===== src/rtl/cpu_bus_pkg.sv =====
// rtl/cpu_bus_pkg.sv - shared constants and FSM state type for cpu_bus_ctrl
package cpu_bus_pkg;

    localparam logic [3:0] REG_RAM     = 4'h0;
    localparam logic [3:0] REG_IO      = 4'h8;
    localparam logic [7:0] PERF_OFFSET = 8'h40;

    typedef enum logic [1:0] {
        IDLE = 2'd0,
        RD   = 2'd1,
        RESP = 2'd2
    } bus_state_t;

endpackage


===== src/rtl/cpu_ram_sp.sv =====
// rtl/cpu_ram_sp.sv - single-port synchronous data RAM, 1-cycle read, write-first
module cpu_ram_sp #(
    parameter int RAM_ADDR_WIDTH = 6,
    parameter int DATA_WIDTH     = 32
) (
    input  logic                      clk,
    input  logic                      we,
    input  logic [RAM_ADDR_WIDTH-1:0] addr,
    input  logic [DATA_WIDTH-1:0]     wdata,
    output logic [DATA_WIDTH-1:0]     rdata
);

    logic [DATA_WIDTH-1:0] mem [0:(1<<RAM_ADDR_WIDTH)-1];

    // Write-first port: a write returns the new word on rdata the next cycle
    always_ff @(posedge clk) begin
        if (we) begin
            mem[addr] <= wdata;
            rdata     <= wdata;
        end else begin
            rdata <= mem[addr];
        end
    end

endmodule


===== src/rtl/cpu_bus_ctrl.sv =====
// rtl/cpu_bus_ctrl.sv - system-bus controller (ROM fetch, data RAM, output channels); option CPU_BUS_PERF_EN
module cpu_bus_ctrl
    import cpu_bus_pkg::*;
#(
    parameter int ADDR_WIDTH     = 5,
    parameter int RAM_ADDR_WIDTH = 6,
    parameter int DATA_WIDTH     = 32,
    parameter int OUT_CH         = 2,
    parameter int OUT_WIDTH      = 16,
    parameter int ROM_LAT        = 1
) (
    input  logic                        clk,
    input  logic                        rst_n,
    input  logic                        instr_req,
    input  logic [31:0]                 instr_addr,
    output logic [DATA_WIDTH-1:0]       instr_data,
    output logic                        instr_valid,
    output logic [ADDR_WIDTH-1:0]       rom_addr,
    input  logic [DATA_WIDTH-1:0]       rom_q,
    input  logic [31:0]                 mem_addr,
    input  logic [DATA_WIDTH-1:0]       mem_wdata,
    input  logic                        mem_we,
    input  logic                        mem_re,
    output logic [DATA_WIDTH-1:0]       mem_rdata,
    output logic                        mem_ready,
    output logic                        stall,
    output logic                        halted,
    output logic                        bus_err,
    output logic [OUT_CH*OUT_WIDTH-1:0] data_out
);

    // ---------------- fetch path ----------------
    logic [ROM_LAT-1:0] vld_sr;
    logic [ROM_LAT-1:0] oob_sr;
    logic               halted_r;
    logic               fetch_oob;

    assign rom_addr  = instr_addr[ADDR_WIDTH+1:2];
    assign fetch_oob = |instr_addr[31:ADDR_WIDTH+2];

    // Track outstanding fetches and whether each one fell beyond the ROM
    always_ff @(posedge clk) begin
        if (!rst_n) begin
            vld_sr   <= '0;
            oob_sr   <= '0;
            halted_r <= 1'b0;
        end else begin
            vld_sr[0] <= instr_req;
            oob_sr[0] <= instr_req & fetch_oob;
            for (int i = 1; i < ROM_LAT; i++) begin
                vld_sr[i] <= vld_sr[i-1];
                oob_sr[i] <= oob_sr[i-1];
            end
            halted_r <= halted;
        end
    end

    assign instr_valid = vld_sr[ROM_LAT-1];
    assign instr_data  = (instr_valid && !oob_sr[ROM_LAT-1]) ? rom_q : '0;
    assign halted      = halted_r | (instr_valid & oob_sr[ROM_LAT-1]);

    // ---------------- data path ----------------
    bus_state_t                          state_q, state_d;
    logic [OUT_CH-1:0][OUT_WIDTH-1:0]    chan_r;
    logic [DATA_WIDTH-1:0]               rdata_r;
    logic [DATA_WIDTH-1:0]               io_rdata;
    logic [DATA_WIDTH-1:0]               ram_q;
    logic                                bus_err_r;
    logic [3:0]                          region;
    logic [25:0]                         io_off;
    logic                                is_ram, is_chan, is_perf, mapped;
    logic                                req, accept, ram_we;
    logic                                unused_bits;

    assign region  = mem_addr[31:28];
    assign io_off  = mem_addr[27:2];
    assign is_ram  = (region == REG_RAM);
    assign is_chan = (region == REG_IO) && (io_off < 26'(OUT_CH));
`ifdef CPU_BUS_PERF_EN
    logic [31:0] perf_cnt;
    assign is_perf = (region == REG_IO) && (io_off == 26'(PERF_OFFSET));

    // Count completed data transactions, wrapping naturally
    always_ff @(posedge clk) begin
        if (!rst_n)
            perf_cnt <= '0;
        else if (state_q == RESP)
            perf_cnt <= perf_cnt + 32'd1;
    end
`else
    assign is_perf = 1'b0;
`endif
    assign mapped  = is_ram | is_chan | is_perf;
    assign req     = mem_we | mem_re;
    assign accept  = (state_q == IDLE) && req;
    assign ram_we  = rst_n & accept & mem_we & is_ram;

    assign unused_bits = ^{mem_addr[1:0], instr_addr[1:0]};

    cpu_ram_sp #(
        .RAM_ADDR_WIDTH (RAM_ADDR_WIDTH),
        .DATA_WIDTH     (DATA_WIDTH)
    ) u_ram (
        .clk   (clk),
        .we    (ram_we),
        .addr  (mem_addr[RAM_ADDR_WIDTH+1:2]),
        .wdata (mem_wdata),
        .rdata (ram_q)
    );

    // Read value for IO-space and unmapped loads (zero unless a register matches)
    always_comb begin
        io_rdata = '0;
        for (int k = 0; k < OUT_CH; k++) begin
            if (is_chan && io_off == 26'(k))
                io_rdata = DATA_WIDTH'(chan_r[k]);
        end
`ifdef CPU_BUS_PERF_EN
        if (is_perf)
            io_rdata = DATA_WIDTH'(perf_cnt);
`endif
    end

    // Data FSM state register
    always_ff @(posedge clk) begin
        if (!rst_n)
            state_q <= IDLE;
        else
            state_q <= state_d;
    end

    // Next state: only RAM loads need the extra RD cycle for the RAM output
    always_comb begin
        state_d = state_q;
        case (state_q)
            IDLE: begin
                if (req)
                    state_d = (mem_re && !mem_we && is_ram) ? RD : RESP;
            end
            RD:      state_d = RESP;
            RESP:    state_d = IDLE;
            default: state_d = IDLE;
        endcase
    end

    // Output channels, load data latch and sticky bus error
    always_ff @(posedge clk) begin
        if (!rst_n) begin
            chan_r    <= '0;
            rdata_r   <= '0;
            bus_err_r <= 1'b0;
        end else begin
            if (accept) begin
                for (int k = 0; k < OUT_CH; k++) begin
                    if (mem_we && is_chan && io_off == 26'(k))
                        chan_r[k] <= mem_wdata[OUT_WIDTH-1:0];
                end
                if ((mem_we && mem_re) || !mapped)
                    bus_err_r <= 1'b1;
                if (!mem_we && !is_ram)
                    rdata_r <= io_rdata;
            end
            if (state_q == RD)
                rdata_r <= ram_q;
        end
    end

    assign mem_ready = (state_q == RESP);
    assign stall     = (state_q != IDLE) | req;
    assign mem_rdata = rdata_r;
    assign bus_err   = bus_err_r;
    assign data_out  = chan_r;

endmodule

===== config.mk =====
export PLATFORM = sky130hd
export DESIGN_NAME = cpu_bus_ctrl
export DESIGN_NICKNAME = d
export VERILOG_FILES = /design/src/rtl/cpu_bus_pkg.sv /design/src/rtl/cpu_ram_sp.sv /design/src/rtl/cpu_bus_ctrl.sv
export SDC_FILE = /design/constraint.sdc
export NUM_CORES = 2
export LEC_CHECK = 0
export BUFFER_PORTS_ARGS = -buffer_cell sky130_fd_sc_hd__buf_4
export CAP_MARGIN = 20
export CORE_MARGIN = 2
export CORE_UTILIZATION = 60
export CTS_CLUSTER_SIZE = 8
export DETAILED_ROUTE_END_ITERATION = 6
export PLACE_DENSITY = 0.77
export SETUP_SLACK_MARGIN = 0.1
export SYNTH_ARGS = -nofsm -noshare
export SYNTH_HDL_FRONTEND = slang
export SYNTH_SLANG_ARGS = --single-unit

===== constraint.sdc =====
create_clock -name clk -period 6.2 [get_ports clk]
set_input_delay 1.24 -clock clk [delete_from_list [all_inputs] [get_ports clk]]
set_output_delay 1.24 -clock clk [all_outputs]
set_load 0.01 [all_outputs]

==> results.md <==
* Outcome: finished clean
* Async SR Flop Fraction at 0%
* Die area at 139400 um2
* Post-Synth XOR/XNOR Area at 0%
* Busiest grt layer: met2
* Vias in the first global route at 43880
* Fin crit share at 66.94%
* Worst Tran Pin Value at 1148 ps
* Fin. max-slew vios at 0
* Fmax at 240.9 MHz
* CTS tree: built
* Hold endpoint: bus_err
* Mux contribution to synthesized area at 16.25%
* Register share of total power at 49.3%
* Initial Util at 60.42%
* Switching portion of total power at 20.39%
* Leak at 0.03022 uW
* Post-CTS setup buffer count at 0
* Pwr Total at 32060 uW
* DRT antenna net count at 0
* Total grt overflow at 0
* Core region area at 135500 um2
* Worst Setup Start Kind: primary input
* Clk network pwr share at 46.8%
* Layout area overhead at 15.50%
* H-tree depth at 5
* #FFs+latches synth at 2124
* Relative slew slack at 23.48%
* Post-DP HPWL at 116000 um
* GPL Wtd Cong at 0.8284
* Avg WL per Cell at 35.40 um
* CTS Buffer Depth at 4
* Max-Cap Viols at 0
* Clock sink total at 2124
* Crit path DAT at 4670 ps
* Clk slew on worst S/H paths at 50 ps
* Cell depth of the worst flop-to-flop path at 6
* Combinational power share at 3.9%
* Met1 usage at 41.77%
* Drt drc at 0
* Setup TNS at 0 ps
* Layout cells sized above 1 at 31.54%
* GR Layer Usage met2 at 49.77%
* Internal at 25520 uW
* Clock root buffer: clkbuf_16
* Pwr dens at 339.1 nW/um2
* Yosys cell types at 64
* Largest family of logic cells by synthesized area: multiplexers
* DRT Pass-1 Iters at 5
* Crit path required time at 6720 ps
* Die Width at 373.4 um
* Syn Std Cell Area at 81850 um2
* Sequential fraction of the synthesis area at 76.99%
* Setup CP Type: primary input to register
* Clock skew at 59.47 ps
* Initial drt markers at 6980
* R2R Setup Slk at 2260 ps
* Hold path depth at 1
* Routed via count at 42940
* Largest net degree at the start of global routing at 117
* Cells after synthesis at 3803
* PortBufs at 224
* CP endpoint kind: register
* Syn_nets at 3936
* Compound-Gate Fraction of Synth Area at 2.430%
* Hold crit path type: register to register
* Die height at 373.4 um
* Critical path peak fanout at 17
* Final Net Count at 4372
* Syn. warnings at 0
* Hold path startpoint: bus_err
* Overall routing resource usage at 31.25%
* Cts hold-fix bufs at 0
* Antenna violations before repair at 11
* Number of setup violations in the final report at 0
* Ports at 239
* RSZ-0062 raised after global routing: no
* P_sw at 6538 uW
* Core Rows at 135
* Peak supply drop at 285.1 uV
* Total Wirelength at 216800 um
* FF-to-FF End: u_ram.mem[30][18]
* Simple-gate share of the synthesized area at 2.875%
* Post_cts resized at 0
* Clk_lat worst skew at 910 ps
* Dominant synthesized flop cell: edfxtp_1
* Adder-Cell Fraction of Synth Area at 0%
* DR vias/cell at 7.009
* Hold Vio Cnt, Final at 0
* EDFF count, synth at 2048
* Met3 Use GR at 7.254%
* Fill cell count at 7757
* Worst r2r src: state_q[1]
* CTS buffer count at 315
* Syn_area_per_cell at 21.52 um2
* Global-route wire length before repair at 310300 um
* Minimum clock period at 4150 ps
## placed cells by master, fill, tap and decap left out, types with 4 or more instances in the layout
master and n:
a2111oi_0 5, a211oi_1 16, a21oi_1 13, a22o_1 4, a22oi_1 72, a31oi_1 4
a32oi_1 5, and2_1 55, and3_1 5, buf_12 10, buf_4 325, clkbuf_1 90
clkbuf_16 321, dfxtp_1 72, dfxtp_4 4, diode_2 5, edfxtp_1 2048, inv_6 6
mux2_2 156, mux2i_1 90, mux4_2 472, nand2_1 68, nand2b_1 13, nand3_1 42
nand3b_1 7, nand4_1 4, nor2_1 27, nor2_4 64, nor2b_1 58, nor3_1 51
nor4_1 37, o211ai_1 7, o21ai_0 29, o22ai_1 80, o31ai_1 21
## area by class of cell
class	count	area, um2	share of cell area, %
diodes	5	12.51	0.01323
clock buffers	411	8371	8.854
clock inverters	7	82.58	0.08735
inverters	6	22.52	0.02382
multi-input cells	1456	18130	19.18
flip-flops and latches	2124	63040	66.68
well taps	1781	2228	2.357
repair buffers	336	2655	2.808
## registers in the layout (all words and copies together) (netlist names), named ones only
name	flops
halted_r	1
instr_valid	1
u_ram.mem	2048
data_out	32
state_q	2
bus_err	1
oob_sr	1
mem_rdata	32
## Yosys cell counts (59+ instances only)
cell type	number	area share, %
mux2_2	156	2.1
clkbuf_1	79	0.36
mux2i_1	90	1.1
dfxtp_1	76	1.9
edfxtp_1	2048	75
nand2_1	68	0.31
a22oi_1	72	0.66
nor2b_1	59	0.45
mux4_2	472	13
nor2_1	92	0.42
o22ai_1	80	0.61
buf_2	67	0.41
## critical path: stages
cell and delay, ps:
buf_4 110, nor3_1 280, nand3b_1 210, nor2_1 590, nand3_1 840, nor2_4 910
buf_4 450
## routing by layer
layer | wire length [um] | part of all wire, % | vias to the layer above
li1 | - | - | 16750
met1 | 75790 | 35 | 22190
met2 | 105900 | 49 | 3449
met3 | 25090 | 12 | 543
met4 | 9959 | 4.6 | 8
met5 | 47 | 0.022 | -
## per-stage QoR
| stage | cell area (um2) | worst slack (ps) | cells | util [%] | hold slack [ps] |
|---|---|---|---|---|---|
| global route | 94540 | 1993 | 6126 | 69.79 | 502.6 |
| CTS | 94510 | 2204 | 6120 | 69.77 | 480.4 |
| finish | 94540 | 2050 | 6126 | 69.79 | 473.9 |
| global placement | 86060 | 1471 | 5702 | 63.53 | 470.5 |
| detailed placement | 86060 | 1427 | 5702 | 63.53 | 469.7 |
| floorplan | 81850 | 2143 | 3803 | - | 481.9 |
## power groups by stage
stage	clock network (uW)	registers, uW	logic, uW
after floorplan	0	16000	708
after global placement	0	16100	1190
after detailed placement	0	16100	1230
after CTS	15100	15800	1250
after global routing	15600	15800	1310
final	15000	15800	1260
## cell families (layout without fill, tap and decap cells)
kind of cell | Yosys count | after routing
AOI/OAI and AO/OA | 287 | 287
buffers and inverters | 223 | 760
DFF | 2124 | 2124
muxes | 719 | 719
other | 0 | 5
and+or+nand+nor | 450 | 450
## how the worst max path moves through the flow
stage	end	start	slack [ps]	cells past startpoint
after detailed placement	u_ram.mem[6][13]	mem_addr[30]	1430	7
after global placement	u_ram.mem[23][30]	mem_addr[30]	1470	7
after global routing	u_ram.mem[30][18]	mem_addr[30]	1990	7
after floorplan	u_ram.mem[63][0]	mem_addr[2]	2140	5
after CTS	u_ram.mem[30][18]	mem_addr[30]	2200	7
final	u_ram.mem[30][18]	mem_addr[30]	2050	7
Note: power is estimated with default switching activity, not from simulation.
